### config.mk
export PLATFORM = sky130hd
export DESIGN_NAME = tl_inflight_monitor_flat
export DESIGN_NICKNAME = d
export VERILOG_FILES = /design/src/rtl/tl_mon_pkg.sv /design/src/rtl/tl_inflight_monitor_if.sv /design/src/rtl/tl_beat_counter.sv /design/src/rtl/tl_inflight_monitor.sv /design/src/flat_wrapper.sv
export SDC_FILE = /design/constraint.sdc
export NUM_CORES = 1
export LEC_CHECK = 0
export ABC_CLOCK_PERIOD_IN_PS = 6800
export CORE_ASPECT_RATIO = 0.5
export CORE_MARGIN = 3
export CORE_UTILIZATION = 60
export DETAILED_ROUTE_END_ITERATION = 7
export PLACE_DENSITY = 0.9
export SYNTH_ARGS = -nofsm -noshare
export SYNTH_HDL_FRONTEND = slang
export SYNTH_HIERARCHICAL = 1
export SYNTH_SLANG_ARGS = --single-unit
### constraint.sdc
create_clock -name clock -period 6.8 [get_ports clock]
set_input_delay 1.36 -clock clock [delete_from_list [all_inputs] [get_ports clock]]
set_output_delay 1.36 -clock clock [all_outputs]
set_load 0.03 [all_outputs]
### src/rtl/tl_mon_pkg.sv
// Shared TileLink monitor definitions: opcodes, the first-beat record and the beat-count helper.
package tl_mon_pkg;

    localparam logic [2:0] PUT_FULL    = 3'd0;
    localparam logic [2:0] PUT_PARTIAL = 3'd1;
    localparam logic [2:0] GET         = 3'd4;
    localparam logic [2:0] ACK         = 3'd0;
    localparam logic [2:0] ACK_DATA    = 3'd1;

    // Record fields are sized for the widest supported size/source; narrower ones zero-extend.
    localparam int REC_FIELD_W = 8;

    typedef struct packed {
        logic [2:0]             opcode;
        logic [REC_FIELD_W-1:0] size;
        logic [REC_FIELD_W-1:0] source;
    } beat_rec_t;

    function automatic int unsigned num_beats(input logic [2:0] opcode, input int unsigned size,
                                              input logic is_d, input int unsigned beat_log2);
        logic multi;
        multi = is_d ? (opcode == ACK_DATA) : (opcode == PUT_FULL || opcode == PUT_PARTIAL);
        if (multi && size > beat_log2) return 32'd1 << (size - beat_log2);
        return 32'd1;
    endfunction

    function automatic beat_rec_t make_rec(input logic [2:0] opcode,
                                           input logic [REC_FIELD_W-1:0] size,
                                           input logic [REC_FIELD_W-1:0] source);
        beat_rec_t r;
        r.opcode = opcode;
        r.size   = size;
        r.source = source;
        return r;
    endfunction

endpackage

### src/rtl/tl_inflight_monitor_if.sv
// A/D channel view plus monitor check outputs; the monitor only ever drives the ok_* and count.
interface tl_inflight_monitor_if #(
    parameter int SOURCE_W = 4,
    parameter int SIZE_W   = 3
);
    logic                a_valid;
    logic                a_ready;
    logic [2:0]          a_opcode;
    logic [SIZE_W-1:0]   a_size;
    logic [SOURCE_W-1:0] a_source;
    logic                d_valid;
    logic                d_ready;
    logic [2:0]          d_opcode;
    logic [SIZE_W-1:0]   d_size;
    logic [SOURCE_W-1:0] d_source;
    logic                ok_a_unique;
    logic                ok_a_burst;
    logic                ok_d_known;
    logic                ok_progress;
    logic [SOURCE_W:0]   inflight_cnt;

    modport master (
        output a_valid, a_ready, a_opcode, a_size, a_source,
        output d_valid, d_ready, d_opcode, d_size, d_source,
        input  ok_a_unique, ok_a_burst, ok_d_known, ok_progress, inflight_cnt
    );

    modport slave (
        input  a_valid, a_ready, a_opcode, a_size, a_source,
        input  d_valid, d_ready, d_opcode, d_size, d_source,
        output ok_a_unique, ok_a_burst, ok_d_known, ok_progress, inflight_cnt
    );
endinterface

### src/rtl/tl_beat_counter.sv
// Per-channel burst tracker: down-counter of remaining beats plus the latched first-beat record.
module tl_beat_counter
    import tl_mon_pkg::*;
#(
    parameter int SIZE_W    = 3,
    parameter int SOURCE_W  = 4,
    parameter int BEAT_LOG2 = 3,
    parameter bit IS_D      = 1'b0
) (
    input  logic                clk_i,
    input  logic                rst_ni,
    input  logic                fire_i,
    input  logic [2:0]          opcode_i,
    input  logic [SIZE_W-1:0]   size_i,
    input  logic [SOURCE_W-1:0] source_i,
    output logic                first_o,
    output logic                last_o,
    output beat_rec_t           rec_o
);

    // Largest size is 2^SIZE_W-1, so beats-1 always fits in 2^SIZE_W bits.
    localparam int CNT_W = 1 << SIZE_W;

    logic [CNT_W-1:0] cnt_q, cnt_d, load;
    beat_rec_t        rec_q, rec_d;

    always_comb begin
        load    = CNT_W'(num_beats(opcode_i, int'(size_i), IS_D, BEAT_LOG2) - 32'd1);
        first_o = (cnt_q == '0);
        last_o  = first_o ? (load == '0) : (cnt_q == CNT_W'(1));
        cnt_d   = cnt_q;
        rec_d   = rec_q;
        if (fire_i) begin
            if (first_o) begin
                cnt_d = load;
                rec_d = make_rec(opcode_i, REC_FIELD_W'(size_i), REC_FIELD_W'(source_i));
            end else begin
                cnt_d = cnt_q - CNT_W'(1);
            end
        end
    end

    always_ff @(posedge clk_i or negedge rst_ni) begin
        if (!rst_ni) begin
            cnt_q <= '0;
            rec_q <= '0;
        end else begin
            cnt_q <= cnt_d;
            rec_q <= rec_d;
        end
    end

    assign rec_o = rec_q;

endmodule

### src/rtl/tl_inflight_monitor.sv
// Passive TileLink-UL/UH A/D monitor: inflight source bitmap, burst consistency and D-progress checks.
// Define TL_MON_TIMEOUT_EN to build the forward-progress watchdog; otherwise ok_progress is tied high.
module tl_inflight_monitor
    import tl_mon_pkg::*;
#(
    parameter int SOURCE_W  = 4,
    parameter int SIZE_W    = 3,
    parameter int BEAT_LOG2 = 3,
    parameter int TIMEOUT   = 1024
) (
    input  logic                  clock,
    input  logic                  reset_n,
    tl_inflight_monitor_if.slave  bus
);

    localparam int NSRC = 1 << SOURCE_W;

    logic            a_fire, d_fire;
    logic            a_first, a_last, d_first, d_last;
    logic            a_set, d_clr, a_mismatch;
    beat_rec_t       a_rec, d_rec, a_cur;
    logic [NSRC-1:0] bitmap_q, bitmap_d;
    logic [SOURCE_W:0] cnt_q, cnt_d;
    logic            armed_q;

    assign a_fire = bus.a_valid & bus.a_ready;
    assign d_fire = bus.d_valid & bus.d_ready;

    tl_beat_counter #(
        .SIZE_W(SIZE_W), .SOURCE_W(SOURCE_W), .BEAT_LOG2(BEAT_LOG2), .IS_D(1'b0)
    ) u_a_cnt (
        .clk_i(clock), .rst_ni(reset_n), .fire_i(a_fire),
        .opcode_i(bus.a_opcode), .size_i(bus.a_size), .source_i(bus.a_source),
        .first_o(a_first), .last_o(a_last), .rec_o(a_rec)
    );

    tl_beat_counter #(
        .SIZE_W(SIZE_W), .SOURCE_W(SOURCE_W), .BEAT_LOG2(BEAT_LOG2), .IS_D(1'b1)
    ) u_d_cnt (
        .clk_i(clock), .rst_ni(reset_n), .fire_i(d_fire),
        .opcode_i(bus.d_opcode), .size_i(bus.d_size), .source_i(bus.d_source),
        .first_o(d_first), .last_o(d_last), .rec_o(d_rec)
    );

    // Only the A side needs its record compared; D burst shape is not checked here.
    logic unused_sig;
    assign unused_sig = ^{a_last, d_rec};

    assign a_set = a_fire & a_first;
    assign d_clr = d_fire & d_last;

    always_comb begin
        a_cur      = make_rec(bus.a_opcode, REC_FIELD_W'(bus.a_size), REC_FIELD_W'(bus.a_source));
        a_mismatch = (a_cur != a_rec);
        // Clear before set so a source retired and reissued in the same cycle stays inflight.
        bitmap_d = bitmap_q;
        if (d_clr) bitmap_d[bus.d_source] = 1'b0;
        if (a_set) bitmap_d[bus.a_source] = 1'b1;
        cnt_d = '0;
        for (int i = 0; i < NSRC; i++) cnt_d = cnt_d + (SOURCE_W+1)'(bitmap_d[i]);
    end

    always_ff @(posedge clock or negedge reset_n) begin
        if (!reset_n) begin
            bitmap_q <= '0;
            cnt_q    <= '0;
            armed_q  <= 1'b0;
        end else begin
            bitmap_q <= bitmap_d;
            cnt_q    <= cnt_d;
            armed_q  <= 1'b1;
        end
    end

    // armed_q holds every check high from reset until the first clock after release.
    assign bus.ok_a_unique = !armed_q ||
        !(a_set && bitmap_q[bus.a_source] && !(d_clr && (bus.d_source == bus.a_source)));
    assign bus.ok_a_burst  = !armed_q || !(a_fire && !a_first && a_mismatch);
    assign bus.ok_d_known  = !armed_q || !(d_fire && d_first && !bitmap_q[bus.d_source]);
    assign bus.inflight_cnt = cnt_q;

`ifdef TL_MON_TIMEOUT_EN
    localparam int WD_W = $clog2(TIMEOUT + 1);

    logic [WD_W-1:0] wd_q, wd_d;

    always_comb begin
        wd_d = wd_q;
        if (d_fire || (bitmap_q == '0)) wd_d = '0;
        else if (wd_q != WD_W'(TIMEOUT)) wd_d = wd_q + WD_W'(1);
    end

    always_ff @(posedge clock or negedge reset_n) begin
        if (!reset_n) wd_q <= '0;
        else          wd_q <= wd_d;
    end

    assign bus.ok_progress = !armed_q || (wd_q != WD_W'(TIMEOUT));
`else
    localparam int unused_timeout = TIMEOUT;
    assign bus.ok_progress = 1'b1;
`endif

endmodule

### src/flat_wrapper.sv
// flat-port wrapper written by rule: the top's interface ports become plain ports
module tl_inflight_monitor_flat import tl_mon_pkg::*;
#(
    parameter int SOURCE_W  = 4,
    parameter int SIZE_W    = 3,
    parameter int BEAT_LOG2 = 3,
    parameter int TIMEOUT   = 1024
)
  (clock, reset_n, bus_a_valid, bus_a_ready, bus_a_opcode, bus_a_size, bus_a_source, bus_d_valid, bus_d_ready, bus_d_opcode, bus_d_size, bus_d_source, bus_ok_a_unique, bus_ok_a_burst, bus_ok_d_known, bus_ok_progress, bus_inflight_cnt);
  tl_inflight_monitor_if #(.SOURCE_W(SOURCE_W), .SIZE_W(SIZE_W)) bus_i ();
  input  logic clock;
  input  logic reset_n;
  input wire logic [$bits(bus_i.a_valid)-1:0] bus_a_valid;
  input wire logic [$bits(bus_i.a_ready)-1:0] bus_a_ready;
  input wire logic [$bits(bus_i.a_opcode)-1:0] bus_a_opcode;
  input wire logic [$bits(bus_i.a_size)-1:0] bus_a_size;
  input wire logic [$bits(bus_i.a_source)-1:0] bus_a_source;
  input wire logic [$bits(bus_i.d_valid)-1:0] bus_d_valid;
  input wire logic [$bits(bus_i.d_ready)-1:0] bus_d_ready;
  input wire logic [$bits(bus_i.d_opcode)-1:0] bus_d_opcode;
  input wire logic [$bits(bus_i.d_size)-1:0] bus_d_size;
  input wire logic [$bits(bus_i.d_source)-1:0] bus_d_source;
  output wire logic [$bits(bus_i.ok_a_unique)-1:0] bus_ok_a_unique;
  output wire logic [$bits(bus_i.ok_a_burst)-1:0] bus_ok_a_burst;
  output wire logic [$bits(bus_i.ok_d_known)-1:0] bus_ok_d_known;
  output wire logic [$bits(bus_i.ok_progress)-1:0] bus_ok_progress;
  output wire logic [$bits(bus_i.inflight_cnt)-1:0] bus_inflight_cnt;
  assign bus_i.a_valid = bus_a_valid;
  assign bus_i.a_ready = bus_a_ready;
  assign bus_i.a_opcode = bus_a_opcode;
  assign bus_i.a_size = bus_a_size;
  assign bus_i.a_source = bus_a_source;
  assign bus_i.d_valid = bus_d_valid;
  assign bus_i.d_ready = bus_d_ready;
  assign bus_i.d_opcode = bus_d_opcode;
  assign bus_i.d_size = bus_d_size;
  assign bus_i.d_source = bus_d_source;
  assign bus_ok_a_unique = bus_i.ok_a_unique;
  assign bus_ok_a_burst = bus_i.ok_a_burst;
  assign bus_ok_d_known = bus_i.ok_d_known;
  assign bus_ok_progress = bus_i.ok_progress;
  assign bus_inflight_cnt = bus_i.inflight_cnt;
  tl_inflight_monitor #(.SOURCE_W(SOURCE_W), .SIZE_W(SIZE_W), .BEAT_LOG2(BEAT_LOG2), .TIMEOUT(TIMEOUT)) u_core (.clock(clock), .reset_n(reset_n), .bus(bus_i));
endmodule
# Word-level counts from Yosys, hierarchy flattened

Index checks and enable logic that the tools add are counted.

Mux-type cells: 19
Bitwise gates (word level): 7
Equality and inequality tests: 5
Reductions and logical operators: 27
Shift operators: 2
Order comparisons: 6
Add/subtract/negate cells: 21

Operators with widths:

| operator             | count |
|---|---|
| $add 5x1->5          | 14 |
| $shl 1x32->8 const A | 2 |
| $mux 8               | 6 |
| $mux 16              | 2 |
| $sub 8x1->8 const B  | 4 |
| $logic_not 8->1      | 3 |
| $and 16x16->16       | 1 |
| $not 16->16          | 1 |
| $or 16x16->16        | 1 |
| $logic_and 1x1->1    | 11 |
| $lt 4x5->1 const B   | 2 |
| $ne 10x10->1         | 1 |
| $bmux 1 s4           | 2 |
| $demux 1 s4          | 2 |
| $eq 8x1->1 const B   | 1 |
| $ge 4x1->1 const B   | 2 |
| $sub 3x2->4 const B  | 2 |
| $logic_not 1->1      | 7 |
| $mux 1               | 7 |
| $eq 3x1->1 const B   | 2 |
| $gt 3x2->1 const B   | 2 |
| $and 1x1->1          | 4 |
| $eq 4x4->1           | 1 |
| $logic_or 1x1->1     | 4 |
| other kinds (3)      | 3 |

Output and inout bits: 9
Bits in registers: 48
Input port bits: 26
Word-level logic and storage cells: 95

# Depth between registers and ports, before layout

Depth in word-level cells: 26
Depth in mapped cells: 26

# Hierarchy

The synthesis kept the hierarchy.

By module, submodules not included:

| module                           | seq. area each (um^2) | area an instance (um^2) | instances | cells an instance |
|---|---|---|---|---|
| tl_inflight_monitor              | 550.5                 | 1801.7                  | 1         | 178 |
| tl_beat_counter (u_core.u_d_cnt) | 450.4                 | 1423.9                  | 1         | 142 |
| tl_beat_counter (u_core.u_a_cnt) | 450.4                 | 1283.7                  | 1         | 136 |

# Worst setup path after synthesis

Ideal clock, no wire load.

Path type: input to register
Start: input bus_d_size[0]
End: register u_core.cnt_q[4], in the netlist u_core/bus.inflight_cnt[4]
Setup slack: 0.057 ns
Setup time: 0.064 ns
Data arrival time: 6.678 ns
Stages: 24
Cell sequence: ha_1 ha_1 clkbuf_1 o21ai_0 inv_1 ha_1 o31a_1 nor3_1 a31o_1 nand3_1 or2_2 o21ai_0 o21ai_0 fa_1 fa_1 fa_1 inv_1 fa_1 inv_1 ha_1 inv_1 fa_1 nor2b_1 o21a_1

Elaborated cells between the ends (all ways): 29

RTL lines:

| element                                           | line                      | source |
|---|---|---|
| start, declared                                   | flat_wrapper.sv:21        | `input wire logic [$bits(bus_i.d_size)-1:0] bus_d_size;` |
| $sub 3x2->4 or $gt 3x2->1 (tied branches)         | tl_mon_pkg.sv:23          | `if (multi && size > beat_log2) return 32'd1 << (size - beat_log2);` |
| $shl 1x32->8 or $logic_and 1x1->1 (tied branches) | tl_mon_pkg.sv:23          |  |
| $mux 8 or $mux 1 (tied branches)                  | tl_mon_pkg.sv:23          |  |
| $mux 8 (*)                                        | tl_mon_pkg.sv:24          | `return 32'd1;` |
| $sub 8x1->8 (*)                                   | tl_beat_counter.sv:28     | `load = CNT_W'(num_beats(opcode_i, int'(size_i), IS_D, BEAT_LOG2) - 32'd1);` |
| $logic_not 8->1 (*)                               | tl_beat_counter.sv:30     | `last_o = first_o ? (load == '0) : (cnt_q == CNT_W'(1));` |
| $mux 1 (*)                                        | tl_beat_counter.sv:30     |  |
| named net u_core.d_last                           | tl_inflight_monitor.sv:19 | `logic a_first, a_last, d_first, d_last;` |
| $and 1x1->1 (*)                                   | tl_inflight_monitor.sv:50 | `assign d_clr = d_fire & d_last;` |
| $mux 16 (*)                                       | tl_inflight_monitor.sv:57 | `if (d_clr) bitmap_d[bus.d_source] = 1'b0;` |
| $or 16x16->16 (no line)                           | --                        |  |
| $mux 16 (*)                                       | tl_inflight_monitor.sv:58 | `if (a_set) bitmap_d[bus.a_source] = 1'b1;` |
| named net u_core.bitmap_d[5]                      | tl_inflight_monitor.sv:22 | `logic [NSRC-1:0] bitmap_q, bitmap_d;` |
| $add 5x1->5 (*) (11 in a row)                     | tl_inflight_monitor.sv:60 | `for (int i = 0; i < NSRC; i++) cnt_d = cnt_d + (SOURCE_W+1)'(bitmap_d[i]);` |
| named net u_core.cnt_d[4]                         | tl_inflight_monitor.sv:23 | `logic [SOURCE_W:0] cnt_q, cnt_d;` |
| end signal, assigned                              | tl_inflight_monitor.sv:70 | `cnt_q <= cnt_d;` |
| end, declared                                     | tl_inflight_monitor.sv:23 |  |

The timed path passes the listed nets; every way through them passes the cells marked *.
A chain may end at the register's enable or synchronous reset.

# Worst setup path after layout

Start: input bus_d_size[0]
End: register u_core.cnt_q[4], in the netlist u_core/bus.inflight_cnt[4]

Elaborated cells between the ends (all ways): 29

RTL lines:

| element                                           | line |
|---|---|
| $sub 3x2->4 or $gt 3x2->1 (tied branches)         | tl_mon_pkg.sv:23 |
| $shl 1x32->8 or $logic_and 1x1->1 (tied branches) | tl_mon_pkg.sv:23 |
| $mux 8 or $mux 1 (tied branches)                  | tl_mon_pkg.sv:23 |
| $mux 8 (*)                                        | tl_mon_pkg.sv:24 |
| $sub 8x1->8 (*)                                   | tl_beat_counter.sv:28 |
| $logic_not 8->1 (*)                               | tl_beat_counter.sv:30 |
| $mux 1 (*)                                        | tl_beat_counter.sv:30 |
| named net u_core.d_last                           | tl_inflight_monitor.sv:19 |
| $and 1x1->1 (*)                                   | tl_inflight_monitor.sv:50 |
| $mux 16 (*)                                       | tl_inflight_monitor.sv:57 |
| $or 16x16->16 (no line)                           | -- |
| $mux 16 (*)                                       | tl_inflight_monitor.sv:58 |
| named net u_core.bitmap_d[7]                      | tl_inflight_monitor.sv:22 |
| $add 5x1->5 (*) (9 in a row)                      | tl_inflight_monitor.sv:60 |
| named net u_core.cnt_d[4]                         | tl_inflight_monitor.sv:23 |

Marked as above.

==> impl_metrics.xml <==
<?xml version="1.0" encoding="UTF-8"?>
<metrics>
  <group name="critical_path">
    <metric name="crit_fanout" unit="">4</metric>
    <metric name="critPathCaptureType" unit="">flip-flop</metric>
    <metric name="worstPathCellList" unit="">clkbuf_2 -&gt; ha_2 -&gt; ha_4 -&gt; or4b_4 -&gt; o31a_1 -&gt; nor3_2 -&gt; a31o_1 -&gt; and3_4 -&gt; nand3_4 -&gt; buf_4 -&gt; o21ai_2 -&gt; o21ai_1 -&gt; fa_1 -&gt; fa_1 -&gt; fa_1 -&gt; inv_2 -&gt; fa_1 -&gt; inv_2 -&gt; ha_4 -&gt; inv_2 -&gt; fa_2 -&gt; nor2b_1 -&gt; o21a_1</metric>
    <metric name="cp.arrival" unit="ns">6.90</metric>
    <metric name="worstPathRequired" unit="ns">7.02</metric>
    <metric name="timing_worst_setup_path_type" unit="">in -&gt; reg</metric>
    <metric name="crit_path_frequent_cell" unit="">sky130_fd_sc_hd__fa_1</metric>
    <metric name="worst_path_largest_cell_delay" unit="ns">0.56</metric>
    <metric name="worst_setup_path_start_kind" unit="">primary input</metric>
    <metric name="cp_slowest_cell" unit="">sky130_fd_sc_hd__fa_1</metric>
  </group>
  <group name="finish">
    <metric name="finish.cell_count_without_fillers" unit="">562</metric>
    <metric name="fin_util" unit="">0.774</metric>
    <metric name="final_layout_size_suffix_gt1_frac" unit="">0.249</metric>
    <metric name="area_delta_synth_final" unit="%">20.8</metric>
    <metric name="antenna_cells" unit="">0</metric>
    <metric name="regArea" unit="um2">1200</metric>
    <metric name="nFillCells" unit="">391</metric>
    <metric name="num-nets-final" unit="">528</metric>
    <metric name="multi_input_comb_area" unit="um2">2690</metric>
  </group>
  <group name="clock_network">
    <metric name="cts.path.max_buffers" unit="">2</metric>
    <metric name="cts.sink_count" unit="">48</metric>
    <metric name="cts_tree" unit="">built</metric>
    <metric name="clock_tree.htree_level_count" unit="">2</metric>
    <metric name="tritoncts.num_buffers" unit="">5</metric>
    <metric name="worst_skew_pair.late_latency" unit="ns">0.29</metric>
    <metric name="cts_root_buffer" unit="">sky130_fd_sc_hd__clkbuf_16</metric>
    <metric name="clk_pin_slew_worst_paths" unit="ns">0.06</metric>
  </group>
  <group name="outcome">
    <metric name="violations" unit="">design-rule violations</metric>
    <metric name="run_status" unit="">complete, but fails checks</metric>
  </group>
  <group name="placed_design">
    <metric name="place_congestion" unit="">0.970</metric>
    <metric name="post-dp-hpwl" unit="um">6740</metric>
    <metric name="pre_cts_setup_slack" unit="ns">-0.728</metric>
    <metric name="placedCellCount" unit="">547</metric>
    <metric name="port_buffers" unit="">33</metric>
  </group>
  <group name="yosys">
    <metric name="syn-instance-count" unit="">418</metric>
    <metric name="yosys_warnings" unit="">6</metric>
    <metric name="synthesis.area_per_instance" unit="um2">9.58</metric>
    <metric name="syn-cell-area" unit="um2">4010</metric>
  </group>
  <group name="sta">
    <metric name="timing_max_transition_violations_final" unit="">0</metric>
    <metric name="tightest_slew" unit="ns">0.679</metric>
    <metric name="final_hold_vios" unit="">0</metric>
    <metric name="worst_clock_skew" unit="ns">0.00878</metric>
    <metric name="post-route-worst-setup-slack" unit="ns">0.119</metric>
    <metric name="setup-tns-final" unit="ns">0</metric>
    <metric name="finalWorstPathRequiredPeriod" unit="ns">6.68</metric>
    <metric name="setup-violations-final" unit="">0</metric>
    <metric name="max-slew-margin-rel" unit="">0.546</metric>
    <metric name="maxClockFrequency" unit="MHz">150</metric>
    <metric name="timing.final.crit_share" unit="">0.983</metric>
    <metric name="timing.hold.ws" unit="ns">0.514</metric>
  </group>
  <group name="floorplanning">
    <metric name="y_dimension_of_the_die" unit="um">63.8</metric>
    <metric name="initial_utilization" unit="">0.640</metric>
    <metric name="fp-row-count" unit="">20</metric>
    <metric name="design.die.area" unit="um2">7750</metric>
    <metric name="core_region_area" unit="um2">6260</metric>
    <metric name="fp.dieW" unit="um">122</metric>
    <metric name="top_level_pins" unit="">35</metric>
  </group>
  <group name="global_route">
    <metric name="initial_antenna_violation_count" unit="">0</metric>
    <metric name="vias_in_the_first_global_route" unit="">3567</metric>
    <metric name="grt_util_all_layers" unit="">0.280</metric>
    <metric name="largest_net_degree_at_the_start_of_global_routing" unit="">49</metric>
    <metric name="grt_first_pass_wirelength" unit="um">17300</metric>
    <metric name="gr-total-overflow" unit="">0</metric>
  </group>
  <group name="route">
    <metric name="wirelength" unit="um">10600</metric>
    <metric name="route.antenna.remaining_nets" unit="">0</metric>
    <metric name="vias" unit="">3640</metric>
    <metric name="length_of_the_first_detailed_routing_pass_in_iterations" unit="">7</metric>
    <metric name="detail_route.iter0.violations" unit="">335</metric>
    <metric name="routed_via_density" unit="">6.48</metric>
    <metric name="post-route-drc-count" unit="">1</metric>
    <metric name="routed_wire_length_per_instance" unit="um">18.8</metric>
  </group>
  <group name="power">
    <metric name="pwr_density_cell" unit="nW/um2">308</metric>
    <metric name="power.ir.vdd_worst" unit="mV">0.134</metric>
    <metric name="total_leakage_power" unit="nW">2.09</metric>
  </group>
  <group name="worst_hold_path">
    <metric name="hp-class" unit="">reg -&gt; reg</metric>
  </group>
  <group name="run">
    <metric name="drv.max_cap_violation_count" unit="">0</metric>
  </group>
</metrics>
-- layout make-up --
class,instances,area share
Clock buffer,6,0.0287
Clock inverter,2,0.00207
Inverter,27,0.0209
Multi-Input combinational cell,321,0.555
Sequential cell,48,0.248
Tap cell,88,0.0227
Timing Repair Buffer,70,0.123
-- path summary, 6_finish.rpt --
path / start / slack (ns) / to / cells past startpoint
setup / recovery: bus_d_size[0] / 0.12 / u_core/bus.inflight_cnt[4]$_DFF_PN0_ / 23
hold / removal: u_core/u_a_cnt/rec_o[3]$_DFFE_PN0P_ / 0.51 / u_core/u_a_cnt/rec_o[3]$_DFFE_PN0P_ / 1
setup reg to reg: u_core/u_d_cnt/cnt_q[1]$_DFFE_PN0P_ / 1.07 / u_core/bus.inflight_cnt[4]$_DFF_PN0_ / 21
hold reg to reg: u_core/u_a_cnt/rec_o[3]$_DFFE_PN0P_ / 0.51 / u_core/u_a_cnt/rec_o[3]$_DFFE_PN0P_ / 1
max in group asynchronous: reset_n / 5.19 / u_core/bitmap_q[9]$_DFF_PN0_ / 2
min in group asynchronous: reset_n / 1.17 / u_core/u_a_cnt/cnt_q[6]$_DFFE_PN0P_ / 2
-- registers in the layout, indices dropped and copies added (netlist names) --
name / cells
u_core/u_a_cnt/cnt_q: 8
u_core/u_d_cnt/cnt_q: 8
u_core/bitmap_q: 16
u_core/armed_q: 1
u_core/bus.inflight_cnt: 5
u_core/u_a_cnt/rec_o: 10
-- routing by layer --
metal,GRT usage,wire [um]
met1,0.340,3990
met2,0.486,5360
met3,0.0566,766
met4,0.122,459
met5,0,0
-- cell usage in the layout, fill, tap and decap left out, types with 6 or more instances in the layout --
cell type,count
sky130_fd_sc_hd__nand2_1,22
sky130_fd_sc_hd__dfrtp_1,48
sky130_fd_sc_hd__a31oi_1,7
sky130_fd_sc_hd__o21ai_1,6
sky130_fd_sc_hd__nor3_1,6
sky130_fd_sc_hd__inv_1,22
sky130_fd_sc_hd__o21ai_0,19
sky130_fd_sc_hd__ha_1,15
sky130_fd_sc_hd__nand3_1,16
sky130_fd_sc_hd__nor2b_1,10
sky130_fd_sc_hd__fa_1,9
sky130_fd_sc_hd__a21oi_1,11
sky130_fd_sc_hd__clkdlybuf4s50_1,29
sky130_fd_sc_hd__buf_4,37
sky130_fd_sc_hd__o21ai_2,7
sky130_fd_sc_hd__nor2_1,16
sky130_fd_sc_hd__nor3b_1,6
sky130_fd_sc_hd__mux2_2,11
sky130_fd_sc_hd__conb_1,11
sky130_fd_sc_hd__mux4_2,8
sky130_fd_sc_hd__xnor2_1,11
sky130_fd_sc_hd__o31ai_1,8
-- power breakdown --
group          switching (mW)  internal (mW)
sequential             0.0997          0.384
clock                   0.105          0.145
combinational           0.406          0.353
total                   0.610          0.882
-- through the flow --
stage,total power [mW],cell area [um2]
final,1.49,4840
after global routing,1.60,4840
after CTS,1.45,4750
after detailed placement,1.13,4490
after global placement,1.10,4490
after floorplan,0.960,4040
-- timing repair --
item | in CTS | in global routing
pin swaps | 18 | 22
hold buffers | 0 | 0
gates resized for setup | 29 | 29
setup endpoints to repair | 5 | 4
setup buffers | 3 | 4
-- critical path, delay by kind of cell --
kind                       cells  cell delay (ns)
adders and majority gates      8             2.93
and+or+nand+nor                5             1.21
buffers and inverters          5             0.43
AOI/OAI and AO/OA              5             0.96
No activity file was read; power rests on OpenSTA's default activity.
